**src/rtl/mem_access_ctrl.sv**
```systemverilog
// mem_access_ctrl: single-outstanding bus master between the core's
// load/store/fetch logic and the test memory model.
//
// A request accepted over the core valid/ready handshake is latched,
// presented to memory (ISSUE), held stable until the memory's registered
// data_ready (WAIT), and completed with a one-cycle response pulse (RESP).
// A 16-bit access at the top address is rejected without touching memory,
// because its second byte would wrap to address 0.
//
// Optional build macro MEM_ACCESS_CTRL_TIMEOUT_EN: adds an 8-bit WAIT
// counter that aborts the access with an error after TIMEOUT_CYCLES WAIT
// cycles without data_ready. When the macro is undefined WAIT waits forever.
module mem_access_ctrl #(
   parameter int unsigned ADDR_W         = 16,
   parameter logic [7:0]  TIMEOUT_CYCLES = 8'd32
) (
   input  logic              clk,
   input  logic              reset,
   // core side
   input  logic              core_req_valid,
   output logic              core_req_ready,
   input  logic [ADDR_W-1:0] core_addr,
   input  logic              core_we,
   input  logic              core_sz,
   input  logic [15:0]       core_wdata,
   output logic              core_resp_valid,
   output logic              core_resp_err,
   output logic [15:0]       core_rdata,
   // memory side
   output logic              mem_req_rdwr,
   output logic [ADDR_W-1:0] mem_addr,
   output logic [7:0]        mem_write_data_8,
   output logic [15:0]       mem_write_data_16,
   output logic              mem_data_acc_sz,
   output logic              mem_write_we,
   input  logic [7:0]        mem_read_data_8,
   input  logic [15:0]       mem_read_data_16,
   input  logic              mem_data_ready
);

   typedef enum logic [1:0] {
      IDLE  = 2'd0,
      ISSUE = 2'd1,
      WAIT  = 2'd2,
      RESP  = 2'd3
   } state_t;

   state_t            state_q, state_d;
   logic [ADDR_W-1:0] addr_q, addr_d;
   logic              we_q, we_d;
   logic              sz_q, sz_d;
   logic [15:0]       wdata_q, wdata_d;
   logic              err_q, err_d;
   logic [15:0]       rdata_q, rdata_d;
   // High only during the first WAIT cycle, where a lingering data_ready
   // from the previous access must not be taken as completion.
   logic              first_q, first_d;
   logic              mem_done;
   logic              active;
   logic              wraps;

`ifdef MEM_ACCESS_CTRL_TIMEOUT_EN
   localparam logic [7:0] TMO_LAST = TIMEOUT_CYCLES - 8'd1;
   logic [7:0]        tmo_q, tmo_d;
`else
   logic              unused_timeout_cfg;
   assign unused_timeout_cfg = ^TIMEOUT_CYCLES;
`endif

   assign mem_done = mem_data_ready && !first_q;
   assign active   = (state_q == ISSUE) || (state_q == WAIT);
   assign wraps    = core_sz && (core_addr == {ADDR_W{1'b1}});

   // Next-state, request latching and read-data capture.
   always_comb begin
      state_d = state_q;
      addr_d  = addr_q;
      we_d    = we_q;
      sz_d    = sz_q;
      wdata_d = wdata_q;
      err_d   = err_q;
      rdata_d = rdata_q;
      first_d = 1'b0;
`ifdef MEM_ACCESS_CTRL_TIMEOUT_EN
      tmo_d   = tmo_q;
`endif
      case (state_q)
         IDLE: begin
            if (core_req_valid) begin
               addr_d  = core_addr;
               we_d    = core_we;
               sz_d    = core_sz;
               wdata_d = core_wdata;
               if (wraps) begin
                  err_d   = 1'b1;
                  state_d = RESP;
               end else begin
                  err_d   = 1'b0;
                  state_d = ISSUE;
               end
            end
         end
         ISSUE: begin
            first_d = 1'b1;
`ifdef MEM_ACCESS_CTRL_TIMEOUT_EN
            tmo_d   = 8'd0;
`endif
            state_d = WAIT;
         end
         WAIT: begin
            if (mem_done) begin
               if (!we_q) begin
                  rdata_d = sz_q ? mem_read_data_16 : {8'h00, mem_read_data_8};
               end
               state_d = RESP;
            end
`ifdef MEM_ACCESS_CTRL_TIMEOUT_EN
            else if (tmo_q == TMO_LAST) begin
               err_d   = 1'b1;
               state_d = RESP;
            end else begin
               tmo_d = tmo_q + 8'd1;
            end
`endif
         end
         RESP: begin
            state_d = IDLE;
         end
         default: begin
            state_d = IDLE;
         end
      endcase
   end

   // State and datapath registers; async reset returns to an idle, empty controller.
   always_ff @(posedge clk or negedge reset) begin
      if (!reset) begin
         state_q <= IDLE;
         addr_q  <= '0;
         we_q    <= 1'b0;
         sz_q    <= 1'b0;
         wdata_q <= 16'h0000;
         err_q   <= 1'b0;
         rdata_q <= 16'h0000;
         first_q <= 1'b0;
`ifdef MEM_ACCESS_CTRL_TIMEOUT_EN
         tmo_q   <= 8'd0;
`endif
      end else begin
         state_q <= state_d;
         addr_q  <= addr_d;
         we_q    <= we_d;
         sz_q    <= sz_d;
         wdata_q <= wdata_d;
         err_q   <= err_d;
         rdata_q <= rdata_d;
         first_q <= first_d;
`ifdef MEM_ACCESS_CTRL_TIMEOUT_EN
         tmo_q   <= tmo_d;
`endif
      end
   end

   // Memory fields are driven only while an access is in flight, so the
   // request drops the moment the state leaves ISSUE/WAIT (including reset).
   assign mem_req_rdwr      = active;
   assign mem_addr          = active ? addr_q : '0;
   assign mem_write_we      = active && we_q;
   assign mem_data_acc_sz   = active && sz_q;
   assign mem_write_data_8  = active ? wdata_q[7:0] : 8'h00;
   assign mem_write_data_16 = active ? wdata_q : 16'h0000;

   assign core_req_ready  = (state_q == IDLE);
   assign core_resp_valid = (state_q == RESP);
   assign core_resp_err   = (state_q == RESP) && err_q;
   assign core_rdata      = rdata_q;

endmodule

```
**config.mk**
```make
export PLATFORM = sky130hd
export DESIGN_NAME = mem_access_ctrl
export DESIGN_NICKNAME = d
export VERILOG_FILES = /design/src/rtl/mem_access_ctrl.sv
export SDC_FILE = /design/constraint.sdc
export NUM_CORES = 1
export LEC_CHECK = 0
export ABC_AREA = 1
export CAP_MARGIN = 30
export CORE_UTILIZATION = 44
export CTS_CLUSTER_DIAMETER = 50
export DETAILED_ROUTE_END_ITERATION = 8
export PLACE_DENSITY = 0.85
export SYNTH_ARGS = -nofsm -noshare
export SYNTH_HDL_FRONTEND = slang
export SYNTH_SLANG_ARGS = --single-unit
```
**constraint.sdc**
```tcl
create_clock -name clk -period 3.5 [get_ports clk]
set_input_delay 0.525 -clock clk [delete_from_list [all_inputs] [get_ports clk]]
set_output_delay 0.525 -clock clk [all_outputs]
set_load 0.05 [all_outputs]
```
==> results of run 1 <==
## registers in the layout, summed over array words and instances (netlist names)
| signal | flops |
|---|---|
| addr_q | 16 |
| core_rdata | 16 |
| err_q | 1 |
| first_q | 1 |
| state_q | 2 |
| sz_q | 1 |
| wdata_q | 16 |
| we_q | 1 |
## cell usage in the layout, fill, tap and decap left out
master and count:
nand2_4 1, dfrtp_1 54, nand3_1 9, nor2_4 1
clkbuf_8 8, nor2_1 15, clkdlybuf4s50_1 122, nand4_1 2
inv_1 39, a21oi_1 5, a21oi_2 4, nor2_8 1
o21ai_1 2, ha_1 5, o21ai_0 9, inv_2 2
nand2_1 156, buf_2 1, mux2i_1 8, buf_4 4
## metrics by stage
stage	util [%]	hold slack [ps]	setup slack (ps)	cells	instance area, um^2
floorplan	-	229	825	336	2650
global placement	68.3	462	766	512	3850
detailed placement	68.3	466	703	512	3850
CTS	70.2	393	376	520	3960
global route	70.2	428	232	520	3960
finish	70.2	362	387	520	3960
## critical path: cells and delay by family, from the launching register on
kind	cells	cell delay, ps
adder cells (fa/ha/maj)	1	430
buffers and inverters	4	1310
flip-flops	1	410
AND/OR/NAND/NOR	1	130
## worst max-delay path by stage
stage | startpoint | to | cells past startpoint
CTS | state_q[0] | mem_addr[5] | 6
detailed placement | state_q[0] | mem_addr[5] | 6
global route | state_q[0] | mem_write_data_16[9] | 6
global placement | state_q[0] | mem_addr[5] | 6
floorplan | state_q[0] | mem_write_data_8[4] | 7
finish | state_q[1] | mem_addr[5] | 6
## final cells by class
| type | count | area (um^2) | share of cell area (%) |
|---|---|---|---|
| inverter | 41 | 154 | 3.89 |
| tap | 72 | 90.1 | 2.27 |
| clock buffer | 8 | 110 | 2.78 |
| multi-input combinational | 218 | 1000 | 25.2 |
| sequential | 54 | 1350 | 34.1 |
| timing repair buffer | 127 | 1260 | 31.7 |
## cell families (layout without fill, tap and decap cells)
kind of cell	after synthesis	in the layout	synth area share [%]
flip-flops	54	54	51.1
multiplexers	8	8	3.03
buffers and inverters	64	176	11.2
AO/OA/AOI/OAI	20	20	4.35
adder cells (fa/ha/maj)	5	5	2.36
AND/OR/NAND/NOR	185	185	28.0
## routing by layer
layer / global-route usage, % / share of wire [%] / vias up
li1: - / - / 1216
met1: 24.8 / 42 / 1129
met2: 39.0 / 50 / 93
met3: 4.34 / 7.3 / 4
met4: 5.09 / 0.71 / 0
met5: 0 / 0 / -
==> reports/metrics.cfg, run 1 <==
[synth]
synth.most_common_cell=nand2_1
synth_edf_count=0
synth_common_cells=nand2_1, dfrtp_1, inv_1, nor2_1
synth_top_area_share_pct=51.1
synth_area_um2=2650
synthFlopType=dfrtp_1
synth.net_count=403
synthCells=336
async_flop_share_pct=100
synth.area.top_cells=dfrtp_1, nand2_1, inv_1, mux2i_1, ha_1
yosysUniqueCellTypes=20
synth-seq-cells=54
yosysTopAreaCell=dfrtp_1
synth_warnings=0
ys_seq_area_share_pct=51.1
avgSynthCellArea_um2=7.88

[sta]
tns_ps=0
max-slew-margin-rel_pct=38.2
drv_slew=0
period_share_pct=88.9
final-setup-viol-count=0
min_period_ps=3110
worst_pin_slew_ps=927
grt_setup_unrepaired=no
finalHoldViolations=0
fin_skew_ps=7.69
fmax_ghz=0.321

[global_routing]
grt_antenna_before_repair=0
grt_pass1_vias=2398
grt_max_degree=43
grt_pass1_wl_um=10500
grtUsageTotal_pct=21.1
grt-ovfl-total=0

[clocking]
cts_tree=yes
cts_resized=0
cts_buffer_depth=2
ctsRootBufferMaster=clkbuf_8
post_cts_buffers=0
ctsHoldBuffers=0
clk_latency_ps=290
path_clk_slew_ps=90
cts_sinks=54
cts.htree.levels=2
numCtsBuffers=5

[floorplanning]
ios=124
rows=27
start_util_pct=46.9
die_area_um2=6330
die_h_um=79.6
core_region_area_um2=5640
die_w_um=79.6

[route]
vias=2442
drc=0
via_per_inst=4.70
drt_pass1_iterations=4
postRouteAntennaNets=0
wire_per_inst_um=12.4
first_iter_violations=72
routed_wirelength_um=6470

[worst_setup_path]
cpPeakStageDelay_ps=790
reg2reg_depth=7
crit_path_frequent_cell=inv_1
reg2reg_to=state_q[1]
critPathArrivalTime_ps=2590
required_ps=2970
r2r_start=state_q[1]
slowest_stage=clkdlybuf4s50_1
crit_type=register to output pin
path_cells=inv_1 > ha_1 > buf_4 > nand2_1 > inv_1 > clkdlybuf4s50_1
reg2reg_slack_ps=1840
cp-end-kind=output pin
cp_max_fo=28
start_kind=register

[place]
portBuffers=123
dp_hpwl_um=4830
gp_congestion=0.794

[cells_and_area]
area_growth_pct=49.7
n_antenna_cell=0
nets=514
fillers=441
final_layout_size_suffix_gt1_share_pct=4.91

[hold_path]
hold_path_class=input port to asynchronous set/reset pin

[flow_run]
cap_violations=0

[run_status]
outcome=completed

Power of run 1 is not shown: default switching activity piles up to over one toggle a cycle in this logic, so the estimate is an artifact.
==> run 2: changes to the inputs <==
--- a/config.mk
+++ b/config.mk
@@ -7,10 +7,11 @@
 export LEC_CHECK = 0
 export ABC_AREA = 1
 export CAP_MARGIN = 30
-export CORE_UTILIZATION = 44
+export CORE_UTILIZATION = 41
 export CTS_CLUSTER_DIAMETER = 50
 export DETAILED_ROUTE_END_ITERATION = 8
-export PLACE_DENSITY = 0.85
+export PLACE_DENSITY = 0.8
+export SLEW_MARGIN = 20
 export SYNTH_ARGS = -nofsm -noshare
 export SYNTH_HDL_FRONTEND = slang
 export SYNTH_SLANG_ARGS = --single-unit
==> constraint.sdc (replaced) <==
create_clock -name clk -period 3.3 [get_ports clk]
set_input_delay 0.495 -clock clk [delete_from_list [all_inputs] [get_ports clk]]
set_output_delay 0.495 -clock clk [all_outputs]
set_load 0.05 [all_outputs]
==> reports/metrics.cfg, run 2 (synthesized netlist as in run 1, its figures left out) <==
[run_status]
outcome=completed

[worst_setup_path]
start_kind=register
cp_max_fo=20  ; -29%
slowest_stage=ha_1
cpPeakStageDelay_ps=690  ; -100 ps
required_ps=2800  ; -170 ps
critPathArrivalTime_ps=2180  ; -410 ps
crit_type=register to output pin
cp-end-kind=output pin
path_cells=inv_1 > ha_1 > buf_4 > nand2_1 > inv_1 > buf_4

[place]
dp_hpwl_um=4780  ; -0.90%
gp_congestion=0.750  ; -5.4%
dpl_cell_area_um2=3740  ; -2.9%
portBuffers=123  ; unchanged

[global_routing]
use_met2_pct=36.2  ; -2.8 points
use_met3_pct=5.93  ; +1.6 points
grt-ovfl-total=0  ; unchanged
use_met1_pct=22.3  ; -2.5 points
grtUsageTotal_pct=19.7  ; -1.4 points
grt_pass1_vias=2340  ; -2.4%
grt_antenna_before_repair=0  ; unchanged
busiest_layer=met2
grt_pass1_wl_um=10200  ; -2.5%
grt_max_degree=37  ; -14%

[sta]
drv_slew=0  ; unchanged
finalHoldViolations=0  ; unchanged
fmax_ghz=0.373
period_share_pct=81.2
final-setup-viol-count=0  ; unchanged
worst_pin_slew_ps=777  ; -151 ps
grt_setup_unrepaired=no
tns_ps=0  ; unchanged
fin_skew_ps=8.93  ; +1.25 ps
min_period_ps=2680
max-slew-margin-rel_pct=48.2  ; +10 points

[floorplanning]
die_w_um=82.3  ; +3.5%
core_region_area_um2=6060  ; +7.4%
die_h_um=82.3  ; +3.5%
rows=28  ; +3.7%
start_util_pct=43.7  ; -3.2 points
die_area_um2=6780  ; +7.1%
ios=124  ; unchanged

[clocking]
post_cts_buffers=0  ; unchanged
cts_buffer_depth=2  ; unchanged
cts.htree.levels=2  ; unchanged
ctsHoldBuffers=0  ; unchanged
cts_resized=0  ; unchanged
cts_sinks=54  ; unchanged
cts_tree=yes
clk_latency_ps=300  ; about the same
ctsRootBufferMaster=clkbuf_8
path_clk_slew_ps=100  ; about the same
numCtsBuffers=5  ; unchanged

[flow_run]
cap_violations=0  ; unchanged

[route]
wire_per_inst_um=12.1  ; -2.5%
drt_pass1_iterations=4  ; unchanged
routed_wirelength_um=6340  ; -2.1%
vias=2418  ; -0.98%
via_per_inst=4.63  ; -1.4%
postRouteAntennaNets=0  ; unchanged
first_iter_violations=107  ; +49%
drc=0  ; unchanged

[cells_and_area]
final_area_um2=3830  ; -3.3%
nets=513  ; -0.19%
n_antenna_cell=0  ; unchanged
area_growth_pct=44.8
final_layout_size_suffix_gt1_share_pct=14.1  ; +9.2 points
post-route-util_pct=63.2  ; -7.0 points
final_cell_mix=nand2_1, clkdlybuf4s50_1, dfrtp_1
layout_commonest_cell=nand2_1
fillers=536  ; +22%

[hold_path]
hold_path_class=input port to asynchronous set/reset pin

## run 2: through the flow
step                      setup WS, ps  hold slack [ps]  std cells
after floorplan                    655              199        336
after global placement            1010              462        514
after detailed placement           939              465        514
after CTS                          586              244        522
after global routing               403              275        522
final                              621              225        522
## run 2: critical path: cells and delay by family (launching register included)
| family | cells | cell delay (ps) |
|---|---|---|
| buf+inv | 4 | 690 |
| flops | 1 | 410 |
| simple gates | 1 | 80 |
| fa+ha+maj | 1 | 690 |
## run 2: area by class of cell
type	count	area, um^2	area share [%]
Clock buffer	7	86.3	2.25
Clock inverter	1	5.00	0.131
Inverter	41	154	4.02
Multi-Input combinational cell	218	1000	26.1
Sequential cell	54	1350	35.3
Tap cell	75	93.8	2.45
Timing Repair Buffer	126	1140	29.8
## run 2: routing by layer
| metal | routed length [um] | vias to the layer above | part of all wire (%) |
|---|---|---|---|
| li1 | - | 1212 | - |
| met1 | 2650 | 1110 | 42 |
| met2 | 3030 | 89 | 48 |
| met3 | 596 | 7 | 9.4 |
| met4 | 51 | 0 | 0.80 |
| met5 | 0 | - | 0 |
## run 2: worst paths after layout
path                                 start             endpoint  slack (ps)  cells past startpoint
min in group clk                addr_q[14]           addr_q[14]         480                      2
worst max-delay path            state_q[0]  mem_write_data_8[1]         620                      6
worst max register to register  state_q[0]           state_q[1]        1620                      6
worst min register to register  addr_q[14]           addr_q[14]         480                      2
worst min-delay path                 reset        core_rdata[6]         230                      1
max in group asynchronous            reset            addr_q[7]        2290                      2
Power of run 2 is left out for the same reason.
